## src/rtl/ika87ad_irq_filter_bank.sv

```systemverilog
// rtl/ika87ad_irq_filter_bank.sv - multi-channel interrupt pin filter with edge/level detect and sticky pending
// Shared prescaled sample strobe, per-channel all-equal debounce with hysteresis.
module ika87ad_irq_filter_bank #(
   parameter int CH    = 4,
   parameter int DIV   = 36,
   parameter int CNTW  = 6,
   parameter int DEPTH = 3
) (
   input  logic              i_EMUCLK,
   input  logic              i_MRST_n,
   input  logic              i_CNTTICK,
   input  logic [CH-1:0]     i_IS,
   input  logic [2*CH-1:0]   i_MODE,
   input  logic [CH-1:0]     i_ACK,
   output logic [CH-1:0]     o_LEVEL,
   output logic [CH-1:0]     o_DET,
   output logic [CH-1:0]     o_PEND,
   output logic              o_ANY
);

   localparam logic [CNTW-1:0] CNT_LAST = CNTW'(DIV - 1);

   logic [CNTW-1:0]            cnt_q, cnt_d;
   logic                       strobe;
   logic [CH-1:0][DEPTH-1:0]   sr_q, sr_d;
   logic [CH-1:0]              level_q, level_d;
   logic [CH-1:0]              det_q, det_d;
   logic [CH-1:0]              pend_q, pend_d;
   logic                       any_q, any_d;
   logic [CH-1:0]              rise, fall, set_n;

   always_comb begin
      strobe = i_CNTTICK && (cnt_q == CNT_LAST);
      cnt_d  = cnt_q;
      if (i_CNTTICK) begin
         cnt_d = strobe ? '0 : cnt_q + 1'b1;
      end
   end

   always_comb begin
      sr_d    = sr_q;
      level_d = level_q;
      det_d   = '0;
      pend_d  = pend_q;
      rise    = '0;
      fall    = '0;
      set_n   = '0;
      for (int n = 0; n < CH; n++) begin
         if (strobe) begin
            sr_d[n] = {sr_q[n][DEPTH-2:0], i_IS[n]};
         end
         // Mixed history holds the previous filtered level.
         if (&sr_q[n]) begin
            level_d[n] = 1'b1;
         end else if (~|sr_q[n]) begin
            level_d[n] = 1'b0;
         end
         rise[n] = ~level_q[n] & level_d[n];
         fall[n] = level_q[n] & ~level_d[n];
         case (i_MODE[2*n +: 2])
            2'b00:   det_d[n] = rise[n];
            2'b01:   det_d[n] = fall[n];
            2'b10:   det_d[n] = rise[n] | fall[n];
            default: det_d[n] = 1'b0;
         endcase
         // A set condition beats an acknowledge in the same cycle.
         set_n[n] = det_q[n] | ((i_MODE[2*n +: 2] == 2'b11) & level_q[n]);
         if (set_n[n]) begin
            pend_d[n] = 1'b1;
         end else if (i_ACK[n]) begin
            pend_d[n] = 1'b0;
         end
      end
      any_d = |pend_q;
   end

   always_ff @(posedge i_EMUCLK or negedge i_MRST_n) begin
      if (!i_MRST_n) begin
         cnt_q   <= '0;
         sr_q    <= '0;
         level_q <= '0;
         det_q   <= '0;
         pend_q  <= '0;
         any_q   <= 1'b0;
      end else begin
         cnt_q   <= cnt_d;
         sr_q    <= sr_d;
         level_q <= level_d;
         det_q   <= det_d;
         pend_q  <= pend_d;
         any_q   <= any_d;
      end
   end

   assign o_LEVEL = level_q;
   assign o_DET   = det_q;
   assign o_PEND  = pend_q;
   assign o_ANY   = any_q;

endmodule

```

## config.mk

```make
export PLATFORM = sky130hd
export DESIGN_NAME = ika87ad_irq_filter_bank
export DESIGN_NICKNAME = d
export VERILOG_FILES = /design/src/rtl/ika87ad_irq_filter_bank.sv
export SDC_FILE = /design/constraint.sdc
export NUM_CORES = 1
export LEC_CHECK = 0
export BUFFER_PORTS_ARGS = -buffer_cell sky130_fd_sc_hd__buf_4
export CORE_MARGIN = 2
export CORE_UTILIZATION = 56
export CTS_CLUSTER_SIZE = 20
export DETAILED_ROUTE_END_ITERATION = 16
export GPL_ROUTABILITY_DRIVEN = 0
export HOLD_SLACK_MARGIN = 0.03
export MAX_ROUTING_LAYER = met4
export PLACE_DENSITY = 0.8
export SLEW_MARGIN = 25
export SYNTH_ARGS = -nofsm -noshare
export SYNTH_HDL_FRONTEND = slang
export SYNTH_SLANG_ARGS = --single-unit
```

## constraint.sdc

```tcl
create_clock -name i_EMUCLK -period 3.8 [get_ports i_EMUCLK]
set_clock_uncertainty 0.05 [all_clocks]
set_input_delay 0.19 -clock i_EMUCLK [delete_from_list [all_inputs] [get_ports i_EMUCLK]]
set_output_delay 0.19 -clock i_EMUCLK [all_outputs]
set_load 0.05 [all_outputs]
```

==> results.toml, run 1 <==
[floorplanning]
ioPinCount = 32
num_rows = 18
core-area_mm2 = 0.002432
die_area_mm2 = 0.002954
die_h_um = 54.36
die_x_um = 54.36
start_util_pct = 58.38

[sta]
timing.fmax_mhz = 510.8
finalSetupTns_ps = 0
maxSlewViolCount = 0
finalHoldViolCount = 0
timing.hold.ws_ps = 46.10
worstMarginPinSlew_ps = 580.0
rsz0062_at_grt = "no"
min_period_ps = 1958
setup_viol = 0
slew_headroom_pct = 61.21
fin_crit_sh_pct = 51.52

[cts]
cts-root-buf = "clkbuf_4"
clkTransAtPathRegs_ps = 100
clk_latency_ps = 330
cts_made_buffers = 5
cts_sinks = 31
clockBufferDepth = 2
htreeDepth = 2
cts_tree = "done"

[finish]
nets = 191
syn2layout_area_growth_pct = 29.43
regArea_um2 = 775.7
antenna-diode-count = 0
multi_input_area_um2 = 588.1
layout_common_cells = "dfrtp_1 (31), buf_4 (31), o21ai_0 (20)"
drive_gt1_share_pct = 31.55
nFillCells = 167
fin_cells = 198

[synthesis]
syn_area_mm2 = 0.001420
seq_area_frac_synth_pct = 54.63
synth_compound_area_share_pct = 12.25
yosysTopAreaCellShare_pct = 54.63
synthCells = 121
synth_nets = 145
synth_fa_ha_area_share_pct = 4.405
yosysTopAreaCell = "dfrtp_1"
synth-seq-cells = 31
synth_xor_xnor_area_share_pct = 1.233
synth_cell_types = 22
ys.warnings.count = 0
synthSimpleGateAreaFrac_pct = 11.10
yosys-top-cells-area = "dfrtp_1 (55%), mux2_2 (10%), o21ai_0 (7.0%)"
synth_top_family_by_area = "multiplexers"
synthMuxAreaShare_pct = 12.42
syn_avg_cell_area_um2 = 11.74

[placement]
place_inst = 181
portBuffers = 31
dp_hpwl_um = 1866

[global_routing]
grt_pass1_vias = 931
grt_overflow_total = 0
grt_pass1_wl_um = 3953
grt_max_degree = 32
antenna_found_initial = 0
track_usage_pct = 20.47

[worst_hold_path]
min_from = "i_CNTTICK"
holdCritPathClass = "input pin to register"
hold_depth = 2
min_delay_worst_endpoint = "cnt_q[0]$_DFFE_PN0P_"

[route]
routed_wl_um = 2659
vias = 1075
drtAntennaViolNets = 0
drt_iter0_markers = 13
drc = 0
dr.pass1.iters = 4
via_per_inst = 5.429
avgRoutedWirePerCell_um = 13.43

[setup_path]
crit_path_start_kind = "register"
reg2reg_slack_ps = 1840
reg2reg_to = "sr_q[4]$_DFFE_PN0N_"
r2r_start = "cnt_q[3]$_DFFE_PN0P_"
worstPathRequired_ps = 3960
critical_path_class = "register to register"
worst-path-max-fanout = 13
cp_data_arrival_time_ps = 2110
end_kind = "register"
r2r_cells = 3

[pwr]
p_per_area_mw_per_mm2 = 399.7
p_leak_uw = 0.0009011
ir_worst_vdd_v = 0.0003172

[flow_run]
maxCapViolCount = 0

[outcome]
status = "complete, no violations"
## how the worst max path moves through the flow
stage	endpoint	startpoint	slack (ps)	cells past startpoint
6_report	sr_q[4]$_DFFE_PN0N_	cnt_q[3]$_DFFE_PN0P_	1840	3
5_1_grt	sr_q[1]$_DFFE_PN0N_	cnt_q[3]$_DFFE_PN0P_	1770	3
4_1_cts	sr_q[4]$_DFFE_PN0N_	cnt_q[3]$_DFFE_PN0P_	1830	3
3_5_place_dp	sr_q[4]$_DFFE_PN0N_	cnt_q[3]$_DFFE_PN0P_	1870	3
3_3_place_gp	sr_q[11]$_DFFE_PN0N_	cnt_q[3]$_DFFE_PN0P_	1920	3
2_1_floorplan	sr_q[0]$_DFFE_PN0N_	cnt_q[3]$_DFFE_PN0P_	2090	4
## kinds of logic (layout without fill, tap and decap cells)
| logic type | after synthesis | after routing |
|---|---|---|
| buffers and inverters | 13 | 60 |
| adders and majority gates | 5 | 5 |
| AOI/OAI and AO/OA | 30 | 30 |
| xor gates and xnor gates | 2 | 2 |
| and+or+nand+nor | 24 | 24 |
| muxes | 16 | 16 |
| DFF | 31 | 31 |
## metal layers
layer	global-route usage (%)	vias up	part of all wire, %
met5	-	-	0
met4	7.500	0	1.4
met3	9.016	5	5.3
met2	34.34	26	50
met1	21.18	513	44
li1	-	531	-
## synthesized netlist by cell type
| cell | instances |
|---|---|
| nor2b_1 | 4 |
| buf_6 | 1 |
| nor4_1 | 2 |
| nor4b_1 | 2 |
| a311o_1 | 4 |
| mux2_2 | 13 |
| or4_1 | 1 |
| a21oi_1 | 5 |
| xnor2_1 | 2 |
| nor3_4 | 1 |
| o311ai_0 | 1 |
| ha_1 | 5 |
| nand3_1 | 6 |
| or3_1 | 1 |
| nand4_1 | 2 |
| o21ai_0 | 20 |
| nand2_1 | 3 |
| inv_1 | 12 |
| or2b_1 | 1 |
| dfrtp_1 | 31 |
| mux2i_1 | 3 |
| or3b_4 | 1 |
## where the power goes
group	leakage (µW)	total, µW	internal (µW)	switching [µW]
Combinational	0.000442	108	58.7	49.1
Sequential	0.000421	409	365	43.8
Clock	0.0000386	218	109	109
## worst max-delay path, stage by stage, from the launching register on
cell and delay [ps]:
dfrtp_1 440, or3b_4 430, nor3_4 510, mux2_2 400
## repair_timing
| item | 4_1_cts | 5_1_grt |
|---|---|---|
| hold buffers | 5 | 4 |
| setup buffers | 0 | 0 |
| setup endpoints to repair | 0 | 0 |
| gates resized for setup | 0 | 0 |
| hold endpoints to repair | 35 | 4 |
## per-stage QoR
stage | worst slack [ps] | power, µW | util [%] | cell area, µm²
2_1_floorplan | 2093 | 468.1 | - | 1420
3_3_place_gp | 1923 | 505.9 | 69.03 | 1679
3_5_place_dp | 1871 | 514.1 | 69.03 | 1679
4_1_cts | 1834 | 733.9 | 73.92 | 1798
5_1_grt | 1768 | 772.0 | 75.57 | 1838
6_report | 1842 | 734.7 | 75.57 | 1838
## sequential cells by signal, indices dropped and copies added (netlist names)
| name | count |
|---|---|
| sr_q | 12 |
| o_DET | 4 |
| o_LEVEL | 4 |
| o_PEND | 4 |
| cnt_q | 6 |
| o_ANY | 1 |
## final cells by class
class / instances / area share (%)
tap: 30 / 2.042
sequential: 31 / 42.21
timing repair buffer: 40 / 17.56
clock buffer: 8 / 3.744
multi-input combinational: 77 / 31.99
inverter: 12 / 2.451
Note: power is estimated with default switching activity, not from simulation.
==> inputs of run 2 (changes only) <==
ABC_AREA = 1   (was not set)
CORE_UTILIZATION = 48   (was 56)
PLACE_DENSITY = 0.73   (was 0.8)
clock period = 1.65 ns   (was 3.8 ns; I/O delays follow)
==> results.toml, run 2 <==
[outcome]
status = "complete, no violations"

[cts]
cts_sinks = 31
htreeDepth = 2
clk_latency_ps = 320
cts_tree = "done"
clockBufferDepth = 2
cts_made_buffers = 5
cts-root-buf = "clkbuf_4"
clkTransAtPathRegs_ps = 90

[placement]
place_area_mm2 = 0.001719
portBuffers = 31
dp_hpwl_um = 1976
place_ws_ps = 113.6

[synthesis]
yosysTopAreaCell = "dfrtp_1"
syn_area_mm2 = 0.001468
synth_nets = 193
yosys.cell_count.top_type = "nand2_1"
synthCells = 169
synthFlopType = "dfrtp_1"
synth_commonest_cells = "nand2_1 (48), dfrtp_1 (31), nand3_1 (23)"
ys.warnings.count = 0
yosysTopAreaCellShare_pct = 52.86
synth_edf_count = 0
syn_avg_cell_area_um2 = 8.684
async_flop_share_pct = 100.0
synth-seq-cells = 31
seq_area_frac_synth_pct = 52.86
synth_cell_types = 20
yosys-top-cells-area = "dfrtp_1 (53%), nand2_1 (12%), nand3_1 (7.8%)"

[global_routing]
grt_overflow_total = 0
grt_max_degree = 32
grt_pass1_wl_um = 5071
track_usage_pct = 19.98
antenna_found_initial = 0
grt_pass1_vias = 1210

[pwr]
p_per_area_mw_per_mm2 = 924.8
ir_worst_vdd_v = 0.0007301
p_leak_uw = 0.001060

[finish]
final_cell_area_mm2 = 0.002023
drive_gt1_share_pct = 20.61
layout_common_cells = "nand2_1 (48), buf_4 (32), dfrtp_1 (31)"
max_flop_register = "sr_q"
largest_reg_flops = 12
nets = 251
antenna-diode-count = 0
syn2layout_area_growth_pct = 37.85
final_common_cell = "nand2_1"
largestRegisters = "sr_q (12), cnt_q (6)"

[worst_hold_path]
holdCritPathClass = "input pin to async pin"

[sta]
rsz0062_at_grt = "no"
setup_viol = 0
min_period_ps = 1581
timing.fmax_mhz = 632.3
fin_crit_sh_pct = 95.85
timing.hold.ws_ps = 178.1
slew_headroom_pct = 74.06
finalSetupTns_ps = 0
maxSlewViolCount = 0
layout_setup_ws_ps = 68.52
finalHoldViolCount = 0
worstMarginPinSlew_ps = 389.0

[floorplanning]
die_area_mm2 = 0.003516
die_h_um = 59.30
core-area_mm2 = 0.002978
start_util_pct = 49.29
num_rows = 20
ioPinCount = 32
die_x_um = 59.30

[route]
routed_wl_um = 2999
drtAntennaViolNets = 0
via_per_inst = 4.992
dr.pass1.iters = 5
vias = 1303
drc = 0
avgRoutedWirePerCell_um = 11.49
drt_iter0_markers = 54

[setup_path]
r2r_cells = 6
crit_path_start_kind = "register"
worst-path-max-fanout = 4
end_kind = "register"
worstPathRequired_ps = 1830
reg2reg_slack_ps = 70
critical_path_class = "register to register"
cp_data_arrival_time_ps = 1760

[flow_run]
maxCapViolCount = 0
## run 2: cell types whose count changed after synthesis, moves of 5 or more
cell     before  now
mux2_2       13    0
nand3_1       6   23
o21ai_0      20    4
nor2_1        0   14
nand2_1       3   48
a21oi_1       5   10
## run 2: power breakdown
part | internal, µW | switching (µW)
Combinational | 176 | 237
Sequential | 852 | 117
Clock | 251 | 239
Total | 1280 | 592
## run 2: metal layers
layer / global-route usage (%) / vias up / routed length [µm]
li1: - / 666 / -
met3: 5.895 / 4 / 120
met1: 22.75 / 601 / 1250
met4: 6.818 / 0 / 35
met5: - / - / 0
met2: 33.44 / 32 / 1594
## run 2: critical path, stage by stage (launching register included)
cell     delay, ps
dfrtp_1        420
nor3_1         330
a21oi_1         80
ha_1           300
nand2_1         70
o21ai_0         90
o22ai_1        170
## run 2: area by class of cell
type | count | area, µm²
Multi-Input combinational cell | 121 | 624.3
Fill cell | 238 | 954.7
Timing Repair Buffer | 54 | 460.4
Tap cell | 33 | 41.29
Inverter | 14 | 52.55
Sequential cell | 31 | 775.7
Clock buffer | 8 | 68.82
## run 2: cells by family (layout without fill, tap and decap cells)
kind of cell	after synthesis	after routing	synth area share, %
xor gates and xnor gates	2	2	1.194
buffers and inverters	17	76	5.627
DFF	31	31	52.86
adders and majority gates	5	5	4.263
and+or+nand+nor	97	97	30.09
AOI/OAI and AO/OA	17	17	5.967
## run 2: worst paths after layout
kind,from,to
hold / removal,i_MRST_n,o_DET[2]$_DFF_PN0_
hold reg to reg,o_DET[3]$_DFF_PN0_,o_PEND[3]$_DFFE_PN0P_
setup / recovery,sr_q[1]$_DFFE_PN0N_,o_DET[0]$_DFF_PN0_
setup reg to reg,sr_q[1]$_DFFE_PN0N_,o_DET[0]$_DFF_PN0_
max in group asynchronous,i_MRST_n,o_DET[3]$_DFF_PN0_
min in group i_EMUCLK,o_DET[3]$_DFF_PN0_,o_PEND[3]$_DFFE_PN0P_
## run 2: metrics by stage
step                std cells  utilization (%)  total power [µW]
floorplan                 169                -              1215
global placement          231            57.73              1327
detailed placement        231            57.73              1348
CTS                       261            67.44              1895
global route              261            67.94              1989
finish                    261            67.94              1871
## run 2: repair_timing
item,4_1_cts,5_1_grt
setup endpoints to repair,0,3
buffers inserted,0,0
hold buffers,22,0
resized for setup,0,3
endpoints found under the hold margin,46,0
